### config.mk
export PLATFORM = sky130hd
export DESIGN_NAME = chacha_xor_stream
export DESIGN_NICKNAME = d
export VERILOG_FILES = /design/src/rtl/chacha_xor_stream_pkg.sv /design/src/rtl/chacha_xor_stream_slicer.sv /design/src/rtl/chacha_xor_stream.sv
export SDC_FILE = /design/constraint.sdc
export NUM_CORES = 1
export LEC_CHECK = 0
export ABC_AREA = 1
export CORE_MARGIN = 5
export CORE_UTILIZATION = 25
export DETAILED_ROUTE_END_ITERATION = 10
export PLACE_DENSITY_LB_ADDON = 0.3
export SYNTH_ARGS = -nofsm -noshare
export SYNTH_HDL_FRONTEND = slang
export SYNTH_SLANG_ARGS = --single-unit
### constraint.sdc
create_clock -name clock -period 8.7 [get_ports clock]
set_input_delay 1.74 -clock clock [delete_from_list [all_inputs] [get_ports clock]]
set_output_delay 1.74 -clock clock [all_outputs]
set_load 0.02 [all_outputs]
### src/rtl/chacha_xor_stream_pkg.sv
// Shared definitions for the ChaCha20 keystream path: word/pad types,
// CSR map and CONTROL bit positions used by the generator and the consumer.
package chacha_xor_stream_pkg;

    localparam int WORD_W        = 32;
    localparam int WORDS_PER_PAD = 16;

    typedef logic [WORD_W-1:0]               Word_t;
    typedef logic [WORD_W*WORDS_PER_PAD-1:0] RawState_t;
    typedef logic [3:0]                      WordIdx_t;

    localparam WordIdx_t LAST_WORD_IDX = 4'(WORDS_PER_PAD - 1);

    // CSR register select values
    localparam logic [1:0] CSR_STATUS  = 2'd0;
    localparam logic [1:0] CSR_WORDS   = 2'd1;
    localparam logic [1:0] CSR_PADS    = 2'd2;
    localparam logic [1:0] CSR_CONTROL = 2'd3;

    // CONTROL register bit positions
    localparam int CTRL_FLUSH_BIT  = 0;
    localparam int CTRL_CLRCNT_BIT = 1;

    // Pad slot state: a pad is either waiting to be consumed or the slot is free
    typedef enum logic {
        SLOT_EMPTY  = 1'b0,
        SLOT_LOADED = 1'b1
    } slot_state_t;

    // STATUS register layout
    typedef struct packed {
        logic [23:0] reserved_hi;
        WordIdx_t    word_idx;
        logic [1:0]  reserved_lo;
        logic        out_valid;
        logic        pad_loaded;
    } Status_t;

    // Select word idx of a pad; word i lives at bits [32*i +: 32]
    function automatic Word_t pad_word(input RawState_t pad, input WordIdx_t idx);
        Word_t w;
        w = '0;
        for (int i = 0; i < WORDS_PER_PAD; i++) begin
            if (idx == WordIdx_t'(i)) begin
                w = pad[i*WORD_W +: WORD_W];
            end
        end
        return w;
    endfunction

endpackage

### src/rtl/chacha_xor_stream_slicer.sv
// Holds one keystream pad and presents it as a stream of 32-bit words.
// A pad is only accepted when the slot is empty; a word is consumed when
// word_valid && word_ready. The slot empties after the last word of the pad,
// after a word flagged word_last, or on flush. A pad accept wins over flush.
module chacha_pad_slicer
    import chacha_xor_stream_pkg::*;
(
    input  logic        clock,
    input  logic        reset,
    input  RawState_t   pad_data,
    input  logic        pad_valid,
    output logic        pad_ready,
    output Word_t       word_data,
    output logic        word_valid,
    input  logic        word_ready,
    input  logic        word_last,
    input  logic        flush,
    output WordIdx_t    word_idx,
    output logic        pad_accept,
    output slot_state_t slot_state
);

    RawState_t   pad_buf;
    slot_state_t state_q, state_d;
    WordIdx_t    idx_q, idx_d;
    logic        word_take;
    logic        pad_done;

    assign pad_ready  = (state_q == SLOT_EMPTY);
    assign pad_accept = pad_valid && pad_ready;
    assign word_valid = (state_q == SLOT_LOADED);
    assign word_take  = word_valid && word_ready;
    assign pad_done   = word_take && (word_last || (idx_q == LAST_WORD_IDX));
    assign word_data  = pad_word(pad_buf, idx_q);
    assign word_idx   = idx_q;
    assign slot_state = state_q;

    // Pad storage: only rewritten when a new pad is taken into the empty slot
    always_ff @(posedge clock) begin
        if (pad_accept) begin
            pad_buf <= pad_data;
        end
    end

    // Slot state and word pointer registers
    always_ff @(posedge clock) begin
        if (reset) begin
            state_q <= SLOT_EMPTY;
            idx_q   <= '0;
        end else begin
            state_q <= state_d;
            idx_q   <= idx_d;
        end
    end

    // Next slot state: load, discard (flush / end of pad / end of message), advance
    always_comb begin
        state_d = state_q;
        idx_d   = idx_q;
        if (pad_accept) begin
            state_d = SLOT_LOADED;
            idx_d   = '0;
        end else if (flush || pad_done) begin
            state_d = SLOT_EMPTY;
            idx_d   = '0;
        end else if (word_take) begin
            idx_d = idx_q + 4'd1;
        end
    end

endmodule

### src/rtl/chacha_xor_stream.sv
// Consumer end of the ChaCha20 keystream: XORs buffered pad words onto an
// Avalon-ST data stream, with Avalon-MM status/counter/flush registers.
//
// Handshakes: every stream moves one beat on a cycle where valid && ready.
// Valid never depends combinationally on ready of the same interface; ready
// may depend on local state and on downstream ready (in_ready follows
// out_ready through the single output register).
module chacha_xor_stream
    import chacha_xor_stream_pkg::*;
#(
    parameter int COUNT_W = 32
) (
    input  logic              clock,
    input  logic              reset,
    input  logic [511:0]      pad_data,
    input  logic              pad_valid,
    output logic              pad_ready,
    input  logic [31:0]       in_data,
    input  logic              in_valid,
    input  logic              in_last,
    output logic              in_ready,
    output logic [31:0]       out_data,
    output logic              out_valid,
    output logic              out_last,
    input  logic              out_ready,
    input  logic              csr_read,
    input  logic              csr_write,
    input  logic [1:0]        csr_address,
    input  logic [31:0]       csr_writedata,
    output logic [31:0]       csr_readdata
);

    Word_t              key_word;
    logic               key_valid;
    WordIdx_t           word_idx;
    logic               pad_accept;
    slot_state_t        slot_state;
    logic               out_free;
    logic               in_take;
    logic               out_beat;
    logic               ctrl_write;
    logic               flush;
    logic               clrcnt;
    logic [COUNT_W-1:0] word_count;
    logic [COUNT_W-1:0] pad_count;
    Status_t            status;
    logic               unused_ctrl_bits;

    assign out_free   = !out_valid || out_ready;
    assign in_ready   = key_valid && out_free;
    assign in_take    = in_valid && in_ready;
    assign out_beat   = out_valid && out_ready;
    assign ctrl_write = csr_write && (csr_address == CSR_CONTROL);
    assign flush      = ctrl_write && csr_writedata[CTRL_FLUSH_BIT];
    assign clrcnt     = ctrl_write && csr_writedata[CTRL_CLRCNT_BIT];

    assign unused_ctrl_bits = ^csr_writedata[31:2];

    chacha_pad_slicer u_slicer (
        .clock      (clock),
        .reset      (reset),
        .pad_data   (pad_data),
        .pad_valid  (pad_valid),
        .pad_ready  (pad_ready),
        .word_data  (key_word),
        .word_valid (key_valid),
        .word_ready (in_valid && out_free),
        .word_last  (in_last),
        .flush      (flush),
        .word_idx   (word_idx),
        .pad_accept (pad_accept),
        .slot_state (slot_state)
    );

    // Output register: load on input accept, drop valid once the beat is taken
    always_ff @(posedge clock) begin
        if (reset) begin
            out_valid <= 1'b0;
            out_data  <= '0;
            out_last  <= 1'b0;
        end else if (in_take) begin
            out_valid <= 1'b1;
            out_data  <= in_data ^ key_word;
            out_last  <= in_last;
        end else if (out_beat) begin
            out_valid <= 1'b0;
        end
    end

    // Delivered-word and accepted-pad counters; a clear wins over a count
    always_ff @(posedge clock) begin
        if (reset || clrcnt) begin
            word_count <= '0;
            pad_count  <= '0;
        end else begin
            if (out_beat) begin
                word_count <= word_count + COUNT_W'(1);
            end
            if (pad_accept) begin
                pad_count <= pad_count + COUNT_W'(1);
            end
        end
    end

    // STATUS layout assembly
    always_comb begin
        status            = '0;
        status.word_idx   = word_idx;
        status.out_valid  = out_valid;
        status.pad_loaded = (slot_state == SLOT_LOADED);
    end

    // Registered CSR read data; holds its value between reads
    always_ff @(posedge clock) begin
        if (reset) begin
            csr_readdata <= '0;
        end else if (csr_read) begin
            case (csr_address)
                CSR_STATUS: csr_readdata <= status;
                CSR_WORDS:  csr_readdata <= 32'(word_count);
                CSR_PADS:   csr_readdata <= 32'(pad_count);
                default:    csr_readdata <= '0;
            endcase
        end
    end

endmodule

### Word level (Yosys, flattened, before mapping)

Index checks and enable logic that the tools add are counted.

* register bits: 647
* input port bits: 586
* output and inout port bits: 68
* logic and storage cells: 73

* add/subtract/negate cells: 3
* equality and inequality tests: 18
* muxes and demuxes: 21
* bitwise gates (word level): 2
* reductions and logical operators: 20

Operators by type and width (count)
* $mux 32: 16
* $pmux 32 s3: 1
* $add 32x1->32 const B: 2
* $eq 4x4->1 const B: 8
* $xor 32x32->32: 1
* $eq 4x3->1 const B: 4
* $logic_and 1x1->1: 10
* $eq 4x2->1 const B: 2
* $add 4x1->4 const B: 1
* $eq 2x2->1 const B: 2
* $eq 4x1->1 const B: 1
* $logic_not 4->1: 1
* $logic_or 1x1->1: 4
* $mux 1: 4
* $reduce_bool 2->1: 2
* $reduce_or 3->1: 1
* $eq 2x1->1 const B: 1
* $logic_not 2->1: 1
* $logic_not 1->1: 1
* $not 1->1: 1

### Depth between registers and ports, before layout

Gate-level depths: netlist of the first run.

* depth after elaboration: 18
* depth in mapped cells: 25
* depth with buffers taken out: 24

### Modules after synthesis

From an unflattened synthesis of the first run, not the netlist that was laid out.

* cells, all modules: 2788
* area total of the unflattened synthesis: 27785.4 um2

Modules (own cells, without submodules)
* chacha_pad_slicer: times used 1, cells an instance 1860, area an instance 21260.4 um2, seq. area each 15474.8 um2
* chacha_xor_stream: times used 1, cells an instance 928, area an instance 6525.0 um2, seq. area each 2602.5 um2

### Worst setup path after synthesis of the first run

OpenSTA, ideal clock, no wires.

* kind: in2reg
* from: in pad_valid
* to: reg pad_count[25]
* library setup time: 70 ps
* data arrival time: 8782 ps
* data required time: 8630 ps
* setup slack: -152 ps
* cell stages on the path: 11
* buffers on the path: 1
* path through: nand2_2 buf_2 clkinv_2 nand3_2 nor3_4 nand4_2 nor4_2 nand2_1 nor4_4 or2_2 a21oi_1

* longest elaborated chain between the ends: 1

Ends and longest elaborated chain
* from (decl): line chacha_xor_stream.sv:16 `input logic pad_valid,`
* $logic_and 1x1->1: line chacha_xor_stream_slicer.sv:30 `assign pad_accept = pad_valid && pad_ready;`
* net pad_accept: line chacha_xor_stream.sv:36 `logic pad_accept;`
* to (signal assigned): line chacha_xor_stream.sv:100 `pad_count <= pad_count + COUNT_W'(1);`
* to (decl): line chacha_xor_stream.sv:45 `logic [COUNT_W-1:0] pad_count;`

The timed path passes the listed nets, and every way through them passes these cells.
A chain may end at the register's enable or synchronous reset.

### Worst setup path in the final report of the first run

* from: in out_ready
* to: out in_ready

* longest elaborated chain between the ends: 2

Ends and longest elaborated chain
* from (decl): line chacha_xor_stream.sv:25 `input logic out_ready,`
* $logic_or 1x1->1: line chacha_xor_stream.sv:49 `assign out_free = !out_valid || out_ready;`
* $logic_and 1x1->1: line chacha_xor_stream.sv:50 `assign in_ready = key_valid && out_free;`
* to (decl): line chacha_xor_stream.sv:21 `output logic in_ready,`

No other way between the ends.

==> metrics, run 1 <==
Final Net Count 3,816; largest net degree at the start of global routing 176; R2R Path Start u_slicer.word_idx[1]; status finished clean; Synth Flop Type edfxtp_1; Post-Synthesis Cells between 2,000 and 3,000; Post-Layout Inst Area 37,500 um^2; crit-path max FO 2; DR pass1 iterations 5; clk sink count between 600 and 700; Max Buffers Root-to-Sink 3; Final Util 34.9%; DIE WIDTH 339 um; critical path class primary input to output port; # fillers 10,800; CP required 6.96 ns; WL final 96,300 um; vias per inst 4.37; First DRT Iteration DRCs 1,283; synthesized area 27,100 um^2; Place WS 3.53 ns; post-synthesis cell type count a little over 50; placed cell area 34,900 um^2; via count 20,600; GRT Util Overall approximately 16%; setup repair after global routing missed its margin no; antenna violations before repair 45; Critical Path AT between 3 and 4 ns; Final Cycle Share a little under three fifths; syn_nets 3,201; Layout Skew roughly 0.042 ns; post_cts resized 0; CP startpoint out_ready; WHS Path Cells 2; max-cap viol count 0; Crit. End Element output port; worst-skew pair later-pin latency 0.65 ns; TNS Setup 0 ns; # DRC 0; pwr/cell area about 200 nW/um^2; Final Hold Vio Count 0; P&R area growth vs syn 38.3%; remaining global-route overflow 0; Ports roughly 650; hold slack final 0.469 ns; Root Driver clkbuf_16; leading cell type in the layout, fill and taps excluded nand2_1; final setup vio count 0; Die Footprint 115,000 um^2; VDD IR max 0.149 mV; worst hold path type flip-flop to flip-flop; number of global-route vias before repair 20,700; Inst Count DP about 4,500; leading cell types in the layout, fill and taps excluded nand2_1 (677), clkdlybuf4s50_1 (623), edfxtp_1 (512); max_slew headroom 27.3%; CTS tree yes; min cycle time layout 4.85 ns; Starting Density 25.2%; crit start category primary input; grt met1 use 19.5%; leakage power 13.7 nW; IO Port Bufs 623; Yosys reg bits 647; Tot Pwr ~7.5 mW; max-slew violations 0; number of buffers created by CTS 80; Post-synth EDFFs 512; ys async rst share 0%; layout cells sized above 1 7.60%; clock-pin slew on the worst setup and hold paths 0.06 ns; GP Congestion 0.818; worst setup margin 3.85 ns; first-pass GRT wire length about 140,000 um; grt peak-use layer met2; floorplan row count between 100 and 150; hold path startpoint csr_readdata[4]; Worst-Margin Slew 1.09 ns; Setup Buffers After CTS 0; Seq/Total Area, Yosys 66.7%; warning count from the yosys run 0; final cell count without fillers 4,717; Routed Antenna Nets 0; fmax 206 MHz; Die Y 339 um; hold-fix buffers at CTS 0; Detailed Place HPWL ~70,000 um; GRT met2 Usage 27.8%; wire per inst 20.4 um; syn_area_per_cell 10.4 um^2; M3 GR Usage 4.88%; Core ar. 107,000 um^2; R2R depth 16; H-tree levels 3
worst max-delay path, cell delays in order:
cell             delay [ns]
clkdlybuf4s50_1        0.48
inv_1                  0.04
nand2_1                0.05
inv_1                  0.05
nor2_1                 0.12
clkdlybuf4s50_1        0.62
routing by layer:
metal	vias to the layer above	routed length, um
met4	30	2450
met3	157	7140
met2	582	47300
met5	-	194
met1	9679	39200
li1	10200	-
state kept, by name, indices dropped and copies added (netlist names):
name,flops
csr_readdata,32
u_slicer.slot_state,1
word_count,32
out_valid,1
pad_count,32
out_data,32
u_slicer.word_idx,4
out_last,1
u_slicer.pad_buf,512
layout make-up:
cell class / instances / area [um^2] / area share, %
Sequential cell: 647 / 18100 / 48.3
Multi-Input combinational cell: 1634 / 7830 / 20.9
Clock inverter: 27 / 260 / 0.695
Timing Repair Buffer: 650 / 6450 / 17.2
Clock buffer: 120 / 2210 / 5.91
Tap cell: 1403 / 1760 / 4.69
Inverter: 211 / 818 / 2.18
Antenna cell: 25 / 62.6 / 0.167
path summary, 6_finish.rpt:
check | end | slack [ns]
setup / recovery | in_ready | 3.85
hold / removal | csr_readdata[4] | 0.47
setup reg to reg | out_data[30] | 4.40
hold reg to reg | csr_readdata[4] | 0.47
power by group:
| group | internal, mW | switching (mW) | total, mW |
|---|---|---|---|
| clock | 1.81 | 1.35 | 3.15 |
| combinational | 0.330 | 0.363 | 0.693 |
| sequential | 3.56 | 0.0488 | 3.61 |
cells by family after synthesis:
family | count (synthesis) | share of synthesized area, %
and+or+nand+nor | 1339 | 21.8
buffers and inverters | 328 | 4.66
xor gates and xnor gates | 18 | 0.582
DFF | 647 | 66.7
adders and majority gates | 6 | 0.277
AOI/OAI and AO/OA | 271 | 5.93
cells in the mapped netlist, types with 25 or more instances:
| cell | instances | area [um^2] |
|---|---|---|
| edfxtp_1 | 512 | 15400 |
| or2_2 | 58 | 363 |
| a21oi_1 | 118 | 591 |
| inv_1 | 193 | 724 |
| clkbuf_1 | 91 | 342 |
| nand2_1 | 678 | 2540 |
| nor3_1 | 25 | 125 |
| o221ai_1 | 25 | 219 |
| o211ai_1 | 29 | 218 |
| nor2_1 | 238 | 893 |
| dfxtp_1 | 135 | 2700 |
| o21ai_0 | 58 | 290 |
| nand3_1 | 242 | 1210 |
Note: power is estimated with default switching activity, not from simulation.
==> inputs of run 2 (changes only) <==
==> constraint.sdc (replaced) <==
create_clock -name clock -period 3.9 [get_ports clock]
set_input_delay 0.78 -clock clock [delete_from_list [all_inputs] [get_ports clock]]
set_output_delay 0.78 -clock clock [all_outputs]
set_load 0.02 [all_outputs]
==> run 2 against run 1 <==
  * Worst hold slack worse by 0.00089 ns
  * Critical path type is now flip-flop to flip-flop
  * Non-clock buffer count up 31
  * Sequential power up 120%
  * Critical path depth up 18
==> metrics, run 2 (synthesis results as in run 1) <==
Layout Skew roughly 0.036 ns; # DRC 0; CP required 4.42 ns; Setup Buffers After CTS 0; First DRT Iteration DRCs 1,148; critical path class flip-flop to flip-flop; GRT Util Overall 16.1%; Critical path buffers and inverters 4; Starting Density 25.2%; final cell count without fillers 4,754; pwr/cell area 448 nW/um^2; Max Buffers Root-to-Sink 3; clock-pin slew on the worst setup and hold paths roughly 0.060 ns; remaining global-route overflow 0; first-pass GRT wire length 137,000 um; WL final about 95,000 um; setup repair after global routing missed its margin no; critical path depth 24; Critical Path AT 4.00 ns; Slowest cell on crit path dfxtp_1; worst hold path type flip-flop to flip-flop; Crit. End Element flip-flop; CP top delay family simple AND/OR/NAND/NOR gates; Top cell by count, worst path nand2_1; Die Y around 340 um; Final Cycle Share 89.3%; Final Net Count 3,846; layout cells sized above 1 8.79%; VDD IR max 0.337 mV; DR pass1 iterations 6; max FFs per register 512; Tot Pwr 17.0 mW; Worst-Margin Slew 1.24 ns; Final Hold Vio Count 0; max-slew violations 0; leading cell types in the layout, fill and taps excluded nand2_1 (677), clkdlybuf4s50_1 (623), edfxtp_1 (512); Ports 654; max-cap viol count 0; wire per inst 20.1 um; IO Port Bufs 623; worst-skew pair later-pin latency 0.65 ns; R2R depth 24; TNS Setup 0 ns; CTS tree yes; final setup vio count 0; WHS Path Cells 2; antenna violations before repair 61; number of buffers created by CTS 79; Post-Layout Inst Area 37,900 um^2; placed cell area 35,300 um^2; Inst Count DP 4,576; CP max stage delay 0.35 ns; hold-fix buffers at CTS 0; clk sink count 647; crit-path max FO 31; Biggest register u_slicer.pad_buf; Routed Antenna Nets 0; leading cell type in the layout, fill and taps excluded nand2_1; Detailed Place HPWL 71,500 um; P&R area growth vs syn 40.0%; # fillers ~11,000; number of global-route vias before repair 21,200; Final Util 35.3%; Root Driver clkbuf_16; via count around 21,000; Die Footprint approximately 120,000 um^2; floorplan row count 120; GP Congestion approximately 0.8; status finished clean; DIE WIDTH about 340 um; min cycle time layout between 3 and 4 ns; largest net degree at the start of global routing 188; Core ar. 107,000 um^2; leakage power 14.0 nW; vias per inst 4.35; H-tree levels 3; max_slew headroom 17.3%; fmax about 290 MHz; crit start category flip-flop; post_cts resized 0; cells along the critical path inv_1, ha_2, inv_2, nor3_4, buf_12, nand2_1, nand3_1, o211ai_1, nand3_1, nand2_1, nand3_1, nand2_1, nand3b_1, nand2_1, nand2_1, nand2_1, nand3_1, nand3_1, nand2_1, nand2_1, nand2_1, nand3_1, nand2_1, inv_1
==> run 2: cell types whose count changed in the layout (fill, tap and decap cells not counted), moves of 2 or more <==
| cell | change |
|---|---|
| bufinv_16 | +7 |
| clkbuf_1 | -22 |
| buf_12 | +9 |
| clkinv_16 | -2 |
| clkinv_2 | +6 |
| clkbuf_16 | -2 |
| clkinv_1 | +2 |
| diode_2 | +16 |
| buf_4 | +22 |
| inv_16 | +2 |
==> run 2: worst min-delay path, cell delays in order (launching register included) <==
cell and delay (ns):
dfxtp_1 0.31, nand2_1 0.06, a21oi_1 0.06
==> run 2: cell type report <==
class                   instances  area [um^2]  share of cell area, %
repair buffers                681         6800                   17.9
inverters                     211          818                   2.16
well taps                    1403         1760                   4.63
clock buffers                  96         2080                   5.49
clock inverters                41          473                   1.25
multi-input cells            1634         7830                   20.6
diodes                         41          103                  0.270
flip-flops and latches        647        18100                   47.7
==> run 2: per-stage QoR <==
stage          setup slack, ns  hold slack [ns]
2_1_floorplan            0.460            0.448
3_3_place_gp             0.271            0.457
3_5_place_dp             0.253            0.461
4_1_cts                  0.208            0.470
5_1_grt                 0.0148            0.488
6_report                 0.418            0.469
==> run 2: layer usage <==
layer / vias up / wire (um) / GRT usage, %
met5: - / 250 / 0
met4: 36 / 2810 / 6.65
met3: 159 / 7310 / 5.36
met2: 603 / 46300 / 27.2
met1: 9625 / 38700 / 19.0
li1: 10200 / - / -
==> run 2: final timing paths <==
check / from / end / slack, ns
setup / recovery: u_slicer.word_idx[1] / out_data[28] / 0.42
setup reg to reg: u_slicer.word_idx[1] / out_data[28] / 0.42
hold reg to reg: csr_readdata[6] / csr_readdata[6] / 0.47
hold / removal: csr_readdata[6] / csr_readdata[6] / 0.47
==> run 2: where the power goes <==
part	switching [mW]	leakage, nW	internal [mW]
Sequential	0.113	6.01	7.94
Clock	3.02	1.25	4.35
Combinational	0.802	6.70	0.757
Total	3.94	14.0	13.0
